==> src/rtl/accum_seq_pkg.sv <==
// Shared types for the accumulator sequencer: FSM state encoding and the
// saturating add used when ACCUM_SEQ_SAT_EN is defined.
package accum_seq_pkg;

  typedef enum logic [1:0] {
    IDLE   = 2'd0,
    ACCUM  = 2'd1,
    OUTPUT = 2'd2
  } state_e;

  typedef struct packed {
    logic               clip;
    logic signed [63:0] sum;
  } sat_res_t;

  // Operands are sign-extended to 64 bits; the result is clamped to a bw-bit signed range
  function automatic sat_res_t sat_add(input logic signed [63:0] a,
                                       input logic signed [63:0] b,
                                       input int unsigned        bw);
    logic signed [64:0] s;
    logic signed [64:0] hi;
    logic signed [64:0] lo;
    sat_res_t           r;
    s  = 65'(a) + 65'(b);
    hi = (65'sd1 <<< (bw - 32'd1)) - 65'sd1;
    lo = -(65'sd1 <<< (bw - 32'd1));
    if (s > hi) begin
      r.clip = 1'b1;
      r.sum  = hi[63:0];
    end else if (s < lo) begin
      r.clip = 1'b1;
      r.sum  = lo[63:0];
    end else begin
      r.clip = 1'b0;
      r.sum  = s[63:0];
    end
    return r;
  endfunction

endpackage

==> src/rtl/accum_seq_accum_reg.sv <==
// Signed accumulator register with synchronous clear (priority over enable)
// and asynchronous active-low reset.
module accum_reg
  import accum_seq_pkg::*;
#(
  parameter int BITWIDTH = 16
) (
  input  logic                       i_clk,
  input  logic                       i_rst_n,
  input  logic                       i_clear,
  input  logic                       i_en,
  input  logic signed [BITWIDTH-1:0] i_d,
  output logic signed [BITWIDTH-1:0] o_q
);

  logic signed [BITWIDTH-1:0] acc_r;

  // Accumulator storage: clear wins over a load
  always_ff @(posedge i_clk or negedge i_rst_n) begin
    if (!i_rst_n) begin
      acc_r <= {BITWIDTH{1'b0}};
    end else if (i_clear) begin
      acc_r <= {BITWIDTH{1'b0}};
    end else if (i_en) begin
      acc_r <= i_d;
    end
  end

  assign o_q = acc_r;

endmodule

==> src/rtl/accum_sequencer.sv <==
// Sequences a signed accumulator over a programmed number of partial sums and
// holds the result until taken. Define ACCUM_SEQ_SAT_EN for a saturating add.
module accum_sequencer
  import accum_seq_pkg::*;
#(
  parameter int BITWIDTH = 16,
  parameter int MAX_LEN  = 256,
  parameter int LEN_W    = $clog2(MAX_LEN + 1)
) (
  input  logic                       i_clk,
  input  logic                       i_rst_n,
  input  logic                       i_start,
  input  logic [LEN_W-1:0]           i_len,
  input  logic                       i_valid,
  input  logic signed [BITWIDTH-1:0] i_data,
  output logic                       o_ready,
  output logic                       o_valid,
  output logic signed [BITWIDTH-1:0] o_result,
  input  logic                       i_ready,
  output logic                       o_busy,
  output logic [LEN_W-1:0]           o_count,
  output logic                       o_sat
);

  localparam logic [LEN_W-1:0] MAX_LEN_C = LEN_W'(MAX_LEN);

  state_e                     state_r;
  logic [LEN_W-1:0]           len_r;
  logic [LEN_W-1:0]           count_r;
  logic                       ready_r;
  logic                       valid_r;
  logic                       busy_r;
  logic                       sat_r;

  logic [LEN_W-1:0]           len_clamp_s;
  logic [LEN_W-1:0]           count_next_s;
  logic                       start_s;
  logic                       beat_s;
  logic                       clip_s;
  logic signed [BITWIDTH-1:0] acc_q_s;
  logic signed [BITWIDTH-1:0] acc_d_s;

  // Handshake qualifiers and clamped length
  always_comb begin
    start_s      = (state_r == IDLE) && i_start;
    beat_s       = (state_r == ACCUM) && i_valid;
    count_next_s = count_r + LEN_W'(1'b1);
    if (i_len > MAX_LEN_C) begin
      len_clamp_s = MAX_LEN_C;
    end else begin
      len_clamp_s = i_len;
    end
  end

`ifdef ACCUM_SEQ_SAT_EN
  sat_res_t sat_res_s;

  // Saturating add of the incoming partial sum
  always_comb begin
    sat_res_s = sat_add(64'(acc_q_s), 64'(i_data), BITWIDTH);
    acc_d_s   = sat_res_s.sum[BITWIDTH-1:0];
    clip_s    = sat_res_s.clip;
  end
`else
  // Wrap-around add of the incoming partial sum
  always_comb begin
    acc_d_s = acc_q_s + i_data;
    clip_s  = 1'b0;
  end
`endif

  accum_reg #(
    .BITWIDTH (BITWIDTH)
  ) u_accum_reg (
    .i_clk   (i_clk),
    .i_rst_n (i_rst_n),
    .i_clear (start_s),
    .i_en    (beat_s),
    .i_d     (acc_d_s),
    .o_q     (acc_q_s)
  );

  // Control FSM; output flags are registered alongside the state
  always_ff @(posedge i_clk or negedge i_rst_n) begin
    if (!i_rst_n) begin
      state_r <= IDLE;
      len_r   <= {LEN_W{1'b0}};
      count_r <= {LEN_W{1'b0}};
      ready_r <= 1'b0;
      valid_r <= 1'b0;
      busy_r  <= 1'b0;
      sat_r   <= 1'b0;
    end else begin
      case (state_r)
        IDLE: begin
          if (i_start) begin
            len_r   <= len_clamp_s;
            count_r <= {LEN_W{1'b0}};
            sat_r   <= 1'b0;
            busy_r  <= 1'b1;
            if (len_clamp_s == {LEN_W{1'b0}}) begin
              state_r <= OUTPUT;
              valid_r <= 1'b1;
              ready_r <= 1'b0;
            end else begin
              state_r <= ACCUM;
              valid_r <= 1'b0;
              ready_r <= 1'b1;
            end
          end
        end
        ACCUM: begin
          if (i_valid) begin
            count_r <= count_next_s;
            sat_r   <= sat_r | clip_s;
            if (count_next_s == len_r) begin
              state_r <= OUTPUT;
              ready_r <= 1'b0;
              valid_r <= 1'b1;
            end
          end
        end
        OUTPUT: begin
          if (i_ready) begin
            state_r <= IDLE;
            valid_r <= 1'b0;
            busy_r  <= 1'b0;
          end
        end
        default: begin
          state_r <= IDLE;
          ready_r <= 1'b0;
          valid_r <= 1'b0;
          busy_r  <= 1'b0;
        end
      endcase
    end
  end

  assign o_ready  = ready_r;
  assign o_valid  = valid_r;
  assign o_busy   = busy_r;
  assign o_count  = count_r;
  assign o_sat    = sat_r;
  assign o_result = acc_q_s;

endmodule

==> config.mk <==
export PLATFORM = sky130hd
export DESIGN_NAME = accum_sequencer
export DESIGN_NICKNAME = d
export VERILOG_FILES = /design/src/rtl/accum_seq_pkg.sv /design/src/rtl/accum_seq_accum_reg.sv /design/src/rtl/accum_sequencer.sv
export SDC_FILE = /design/constraint.sdc
export NUM_CORES = 1
export LEC_CHECK = 0
export ABC_AREA = 1
export ABC_CLOCK_PERIOD_IN_PS = 2400
export CORE_ASPECT_RATIO = 0.5
export CORE_MARGIN = 4
export CORE_UTILIZATION = 51
export CTS_CLUSTER_DIAMETER = 50
export DETAILED_ROUTE_END_ITERATION = 8
export PLACE_DENSITY = 0.77
export SLEW_MARGIN = 20
export SYNTH_ARGS = -nofsm -noshare
export SYNTH_HDL_FRONTEND = slang
export SYNTH_SLANG_ARGS = --single-unit
==> constraint.sdc <==
create_clock -name i_clk -period 2.4 [get_ports i_clk]
set_input_delay 0.24 -clock i_clk [delete_from_list [all_inputs] [get_ports i_clk]]
set_output_delay 0.24 -clock i_clk [all_outputs]
set_load 0.02 [all_outputs]
# Word level (Yosys, flattened, before mapping)
# Index checks and enable logic that the tools add are counted.
[classes]
addsub = 2
multipliers = 0
div_mod_pow = 0
n_lt_le_gt_ge = 1
eq_ne = 7
shift = 0
n_mux = 25
bitwise = 2
n_reduce_logical = 11
[ops]
columns = ["op", "n"]
rows = [
  ["$mux W16", 2],
  ["$mux W9", 3],
  ["$pmux W9 S2", 1],
  ["$add A16 B16 Y16", 1],
  ["$mux W1", 10],
  ["$mux W2", 5],
  ["$add A9 B1 Y9 const B", 1],
  ["$eq A9 B9 Y1", 1],
  ["$gt A9 B9 Y1 const B", 1],
  ["$logic_not A9 Y1", 1],
  ["$pmux W1 S3", 3],
  ["$reduce_and A4 Y1", 2],
  ["$ne A2 B2 Y1 const B", 3],
  ["$pmux W2 S3", 1],
  ["$reduce_and A3 Y1", 2],
  ["$reduce_bool A2 Y1", 2],
  ["$eq A2 B1 Y1 const B", 1],
  ["$eq A2 B2 Y1 const B", 1],
  ["$logic_and A1 B1 Y1", 2],
  ["$logic_not A2 Y1", 1],
  ["$ne A2 B1 Y1 const B", 1],
  ["$not A1 Y1", 2],
  ["$reduce_and A2 Y1", 1],
]
[word_totals]
regBits = 39
latchBits = 0
mem_bits_rw = 0
romBits = 0
inputBits = 30
out_inout_bits = 29
elab_cells = 55
n_memories = 0

# Longest topological paths before layout
# Gate-level depths: netlist of run 1.
[depth]
ltp_word = 6
depth_mapped = 14
mapped_depth_nobuf = 14

# By module
# A second synthesis of run 1 with hierarchy kept.
[unflattened]
cells_unflattened = 367
hier_area_um2 = 2686.3
[by_module_without_submodules]
columns = ["mod", "instances", "cells_per_inst", "area_each_um2", "seq_area_each_um2"]
rows = [
  ["accum_sequencer", 1, 297, 2038.2, 550.5],
  ["accum_reg", 1, 70, 648.1, 400.4],
]

# Worst setup path after synthesis of run 1
# No wires, ideal clock.
[synth_path]
path_type = "flip-flop to flip-flop"
start = "reg u_accum_reg.acc_r[0], in the netlist u_accum_reg.o_q[0]"
end = "reg u_accum_reg.acc_r[12], in the netlist u_accum_reg.o_q[12]"
setup_ns = 0.123
t_arrival_ns = 1.852
t_required_ns = 2.277
setup_slack_ns = 0.425
path_stages_with_launch = 10
n_path_buf = 0
synth_period_minus_slack_ns = 1.975
cell_sequence = "dfrtp_1 -> ha_1 -> inv_1 -> fa_1 -> o31ai_1 -> nand3_1 -> nand3_1 -> a21oi_1 -> o21ai_0 -> nand2_1"
[synth_between]
elab_chain_len = 3
[synth_rtl]
columns = ["element", "line_no", "source"]
rows = [
  ["start: declaration", "accum_seq_accum_reg.sv:16", "logic signed [BITWIDTH-1:0] acc_r;"],
  ["start signal: assignment", "accum_seq_accum_reg.sv:21", "acc_r <= {BITWIDTH{1'b0}};"],
  ["start signal: assignment", "accum_seq_accum_reg.sv:23", "acc_r <= {BITWIDTH{1'b0}};"],
  ["start signal: assignment", "accum_seq_accum_reg.sv:25", "acc_r <= i_d;"],
  ["$add A16 B16 Y16", "accum_sequencer.sv:67", "acc_d_s = acc_q_s + i_data;"],
  ["$mux W16", "accum_seq_accum_reg.sv:24", "end else if (i_en) begin"],
  ["$mux W16", "accum_seq_accum_reg.sv:22", "end else if (i_clear) begin"],
]
# Every way passes these cells. The select of a mux whose other input is x is not followed.
# A chain may end at the register's enable or synchronous reset.

# Worst setup path in the final report of run 1
[layout_path]
start = "in i_data[0]"
end = "reg u_accum_reg.acc_r[12], in the netlist u_accum_reg.o_q[12]"
[layout_between]
elab_chain_len = 3
[layout_rtl]
columns = ["element", "line_no", "source"]
rows = [
  ["start: declaration", "accum_sequencer.sv:15", "input logic signed [BITWIDTH-1:0] i_data,"],
  ["$add A16 B16 Y16", "accum_sequencer.sv:67", ""],
  ["$mux W16", "accum_seq_accum_reg.sv:24", ""],
  ["$mux W16", "accum_seq_accum_reg.sv:22", ""],
]
# Every way passes these cells. The select of a mux whose other input is x is not followed.

==> results.ini, run 1 <==
[outcome]
status = completed

[power]
internal-power_mw = 1.89
share_comb_of_total_power_pct = 56.3
power_frac_clock_pct = 14.0
leakagePower_nw = 1.68
p_switching_mw = 1.62
peakVddDrop_uv = 530
power.density_mw_per_mm2 = 1040
power_frac_seq_pct = 29.7
p_sw_share_pct = 46.1

[clocking]
clock_sinks = 38
post-cts-setup-buffers = 0
root_buffer = clkbuf_8
h-tree-depth = 2
path_clk_slew_ns = 0.08
cts_hold_buf = 0
numCtsBuffers = 5
clockBufferDepth = 2
post_cts_resized = 0
clock_latency_ns = 0.30
cts_tree = yes

[floorplan]
die_x_um = 109
die_area_mm2 = 0.00640
start_util_pct = 53.0
rows = 18
num_io_pins = 59
coreArea_mm2 = 0.00493
die_h_um = 58.6

[timing]
slew_headroom_pct = 42.7
finalSetupViolCount = 0
final_hold_viol_count = 0
finalCriticalPeriod_ns = 1.94
fin_crit_sh_pct = 80.9
rsz0062_at_grt = false
drv_slew = 0
fin_worst_skew_ns = 0.00423
max_freq_mhz = 515
tns_ns = 0
worst_pin_slew_ns = 0.860

[global_route]
track_usage_pct = 22.4
grt_pass1_vias = 2613
grt_overflow = 0
grt_pass1_wl_um = 11400
grt_max_degree = 39
antenna_found_initial = 0

[placement]
portBuffers = 57
dp_hpwl_um = 5000
place_congestion = 0.913

[flow_run]
cap_violations = 0

[yosys]
ys_top_cells_by_area = dfrtp_1, nand2_1, ha_1
ys_ff_latch = 38
ys.flop_type = dfrtp_1
netlist_area_mm2 = 0.00261
yosysTopAreaCell = dfrtp_1
yosys_warnings = 0
synth-edff-count = 0
yosysUniqueCellTypes = 29
synthCells = 370
synthArstFlopShare_pct = 100
netlist.area_leader.share_pct = 36.4
yosysMostFrequentCell = nand2_1
synth_nets = 417
synth-seq-area-share_pct = 36.4
synth_commonest_cells = nand2_1, inv_1, dfrtp_1
synth.avg_cell_area_um2 = 7.06

[cells_and_area]
area_growth_syn_to_layout_pct = 28.9
final_core_util_pct = 68.3
nNetsFinal = 481
drive_gt1_share_pct = 6.67
antenna_cells = 0

[route]
wl_um = 6620
dr.pass1.iters = 5
final_antenna_net_count = 0
drtIter0Drc = 170
vias = 2636
avgRoutedWirePerCell_um = 13.1
drc = 0
vias_per_cell = 5.22

[setup_path]
path_class = input port to register
cp.arrival_ns = 2.14
critPathLaunchType = input port
critPathRequiredTime_ns = 2.59
worst_setup_path_end_kind = register
critPathMaxFanout = 4

[hold_path]
hp-class = input port to asynchronous set/reset pin

## layout make-up
type,instances,area [um2]
clock inverters,2,12.5
repair buffers,61,596
inverters,53,199
clock buffers,6,82.6
fillers,423,1570
well taps,70,87.6
flip-flops and latches,38,951
multi-input cells,275,1440
## power by group through the flow
stage | clock (mW) | combinational [mW] | sequential (mW)
2_1_floorplan | 0 | 1.14 | 1.19
3_3_place_gp | 0 | 1.92 | 1.04
3_5_place_dp | 0 | 1.95 | 1.05
4_1_cts | 0.489 | 1.97 | 1.04
5_1_grt | 0.520 | 2.20 | 1.08
6_report | 0.490 | 1.97 | 1.04
## path summary, 6_finish.rpt
check / endpoint / depth (start not counted) / slack [ns] / startpoint
max in group asynchronous: len_r[7] / 1 / 1.82 / i_rst_n
min in group i_clk: o_ready / 2 / 0.49 / o_ready
hold reg to reg: o_ready / 2 / 0.49 / o_ready
setup reg to reg: u_accum_reg.o_q[12] / 10 / 0.48 / u_accum_reg.o_q[0]
setup / recovery: u_accum_reg.o_q[12] / 11 / 0.46 / i_data[0]
hold / removal: u_accum_reg.o_q[10] / 1 / 0.04 / i_rst_n
## placed cells by master, fill, tap and decap left out, drive strengths merged
| master | n |
|---|---|
| a211oi | 1 |
| a21o | 4 |
| a21oi | 23 |
| a22o | 1 |
| buf | 5 |
| clkbuf | 6 |
| clkdlybuf4s50 | 56 |
| clkinv | 1 |
| clkinvlp | 1 |
| conb | 1 |
| dfrtp | 38 |
| fa | 1 |
| ha | 16 |
| inv | 53 |
| nand2 | 116 |
| nand3 | 25 |
| nand3b | 3 |
| nand4 | 4 |
| nor2 | 28 |
| nor3 | 5 |
| o21ai | 28 |
| o21bai | 2 |
| o22ai | 11 |
| o31ai | 3 |
| xor2 | 3 |
## per-layer routing
metal / vias up / global-route usage (%) / share of wire, %
met2: 72 / 40.1 / 48
met5: - / 0 / 0
li1: 1337 / - / -
met4: 0 / 4.80 / 1.3
met3: 8 / 5.04 / 5.3
met1: 1219 / 28.2 / 46
## worst max-delay path: stages
cell and delay [ns]:
clkdlybuf4s50_1 0.47, ha_1 0.14, inv_1 0.06, fa_1 0.43, o31ai_1 0.29, buf_4 0.17
nand3_1 0.06, nand3_1 0.09, a21oi_1 0.06, o21ai_0 0.07, nand2_1 0.06
## flip-flops by register name, summed over array words and instances (netlist names)
register / cells
len_r: 9
o_busy: 1
o_count: 9
o_ready: 1
state_r: 2
u_accum_reg.o_q: 16
## cell families (layout without fill, tap and decap cells)
kind of cell,Yosys count,count (layout),synth area share (%)
AND/OR/NAND/NOR,181,181,29.9
AO/OA/AOI/OAI,73,73,15.6
buffers and inverters,57,122,8.52
flip-flops,38,38,36.4
adder cells (fa/ha/maj),17,17,8.43
XOR/XNOR,3,3,1.01
other,1,1,0.144
## metrics by stage
step | cells | cell area, um2 | total power, mW | setup slack (ns) | hold WS, ns
final | 505 | 3370 | 3.50 | 0.458 | 0.0424
after global routing | 505 | 3370 | 3.80 | 0.270 | 0.112
after CTS | 505 | 3370 | 3.50 | 0.456 | 0.0760
after detailed placement | 497 | 3270 | 3.00 | 0.141 | 0.402
after global placement | 497 | 3270 | 2.96 | 0.212 | 0.393
after floorplan | 370 | 2610 | 2.33 | 0.425 | -0.0556
No activity file was read; power rests on OpenSTA's default activity.
==> run 2: changes to the inputs <==
--- a/config.mk
+++ b/config.mk
@@ -6,7 +6,7 @@
 export NUM_CORES = 1
 export LEC_CHECK = 0
 export ABC_AREA = 1
-export ABC_CLOCK_PERIOD_IN_PS = 2400
+export ABC_CLOCK_PERIOD_IN_PS = 1800
 export CORE_ASPECT_RATIO = 0.5
 export CORE_MARGIN = 4
 export CORE_UTILIZATION = 51
==> constraint.sdc (replaced) <==
create_clock -name i_clk -period 1.8 [get_ports i_clk]
set_input_delay 0.18 -clock i_clk [delete_from_list [all_inputs] [get_ports i_clk]]
set_output_delay 0.18 -clock i_clk [all_outputs]
set_load 0.02 [all_outputs]
==> run 2 against run 1 <==
The flow now finishes with violations (setup timing). Global-route usage up 1.5 points. Hold slack gained 0.36 ns. Largest cell class unchanged. Sequential share of layout area down 4.2 points. Final cell count is 8.3% higher. Critical path depth fell by 2. Routed wire length is 17% higher. Cell area grew 18%. Critical endpoint unchanged.
==> results.ini, run 2 (synthesis results as in run 1) <==
[timing]
finalCriticalPeriod_ns = 1.86
setup_ws_ns = -0.0637
worst_pin_slew_ns = 0.567
final_hold_viol_count = 0
fin_worst_skew_ns = 0.00914
drv_slew = 0
timing.hold.ws_ns = 0.402
slew_headroom_pct = 62.2
finalSetupViolCount = 1
fin_crit_sh_pct = 104
max_freq_mhz = 537
tns_ns = -0.0637
rsz0062_at_grt = true

[clocking]
h-tree-depth = 2
root_buffer = clkbuf_8
clockBufferDepth = 2
cts_tree = yes
clock_latency_ns = 0.30
clock_sinks = 38
numCtsBuffers = 5
path_clk_slew_ns = 0.09

[global_route]
grt_pass1_wl_um = 12100
antenna_found_initial = 0
track_usage_pct = 23.9
grt_pass1_vias = 2749
grt_overflow = 0
grt_max_degree = 26

[floorplan]
rows = 18
die_x_um = 109
num_io_pins = 59
start_util_pct = 53.0
die_area_mm2 = 0.00640
die_h_um = 58.6
coreArea_mm2 = 0.00493

[setup_path]
endpoint = u_accum_reg.o_q[12]
cp.arrival_ns = 2.06
cpLargestDelayFamily = compound AO/OA/AOI/OAI gates
r2r_start = u_accum_reg.o_q[7]
r2r_slack_ns = -0.06
crit_cells = 9
critPathRequiredTime_ns = 1.99
crit_chain = ha_1 > buf_4 > nand2_1 > o21ai_0 > nand2_1 > nand3_1 > a21oi_1 > o21ai_1 > nand2_1
critPathLaunchType = register
timing.rr.end = u_accum_reg.o_q[12]
crit_buf_inv = 1
cp-startpoint = u_accum_reg.o_q[7]
path_class = register to register
worst_setup_path_end_kind = register
slowest_delay_ns = 0.40
r2r_cells = 9
slowest_stage = dfrtp_1
critPathMaxFanout = 5
critPathMostFrequentCell = nand2_1

[cells_and_area]
largest_reg_flops = 16
area_growth_syn_to_layout_pct = 51.5
stdcell_area_mm2 = 0.00396
instances_no_fill = 547
final_common_cell = nand2_1
antenna_cells = 0
final_cell_mix = nand2_1, clkdlybuf4s50_1, inv_1
nNetsFinal = 523
drive_gt1_share_pct = 22.4

[placement]
portBuffers = 57
placed_cell_area_mm2 = 0.00354
dpl.cell_count = 529
dp_hpwl_um = 5430
place_congestion = 0.882

[route]
drtIter0Drc = 139
vias = 2928
vias_per_cell = 5.35
drc = 0
dr.pass1.iters = 5
avgRoutedWirePerCell_um = 14.2
final_antenna_net_count = 0
wl_um = 7750

[power]
power.density_mw_per_mm2 = 1450
p_total_mw = 5.74
peakVddDrop_uv = 854
leakagePower_nw = 1.91

[outcome]
violations = setup timing
status = finished with violations

[hold_path]
hp-class = input port to asynchronous set/reset pin

[flow_run]
cap_violations = 0

run 2: power breakdown:
group	total (mW)	internal, mW	switching, mW
Sequential	1.41	1.15	0.261
Combinational	3.56	1.65	1.92
Clock	0.764	0.413	0.352
run 2: how the worst min path moves through the flow:
stage / start / to / slack (ns) / cells after the start
floorplan: i_rst_n / len_r[0] / -0.12 / 0
global placement: i_rst_n / u_accum_reg.o_q[11] / 0.21 / 1
detailed placement: i_rst_n / u_accum_reg.o_q[11] / 0.21 / 1
CTS: i_rst_n / o_count[6] / 0.43 / 2
global route: i_rst_n / o_count[7] / 0.45 / 2
finish: i_rst_n / o_count[7] / 0.40 / 2
run 2: repair_timing:
item	4_1_cts	5_1_grt
pin swaps	0	18
setup buffers	0	9
hold buffers	1	0
resized for setup	4	46
endpoints found under the setup margin	5	15
hold endpoints to repair	23	0
run 2: worst register-to-register path: stages, from the launching register on:
cell     delay, ns
dfrtp_1       0.40
ha_1          0.29
buf_4         0.13
nand2_1       0.10
o21ai_0       0.32
nand2_1       0.10
nand3_1       0.14
a21oi_1       0.10
o21ai_1       0.11
nand2_1       0.07
run 2: metal layers:
| layer | share of wire [%] | routed length, um | vias up | GRT usage (%) |
|---|---|---|---|---|
| li1 | - | - | 1425 | - |
| met1 | 43 | 3310 | 1394 | 29.9 |
| met2 | 50 | 3850 | 94 | 42.0 |
| met3 | 6.2 | 483 | 15 | 4.38 |
| met4 | 1.4 | 106 | 0 | 8.70 |
| met5 | 0 | 0 | - | 0 |
run 2: cell type report:
class / instances / area [um2]
repair buffers: 103 / 926
clock inverters: 3 / 45.0
inverters: 53 / 201
flip-flops and latches: 38 / 952
fillers: 338 / 973
well taps: 70 / 87.6
clock buffers: 5 / 68.8
multi-input cells: 275 / 1680
run 2: stage by stage:
stage | utilization [%] | worst slack, ns
finish | 80.3 | -0.0637
global placement | 71.8 | -0.252
floorplan | - | 0.00789
detailed placement | 71.8 | -0.332
global route | 80.3 | -0.145
CTS | 74.6 | 0.0119
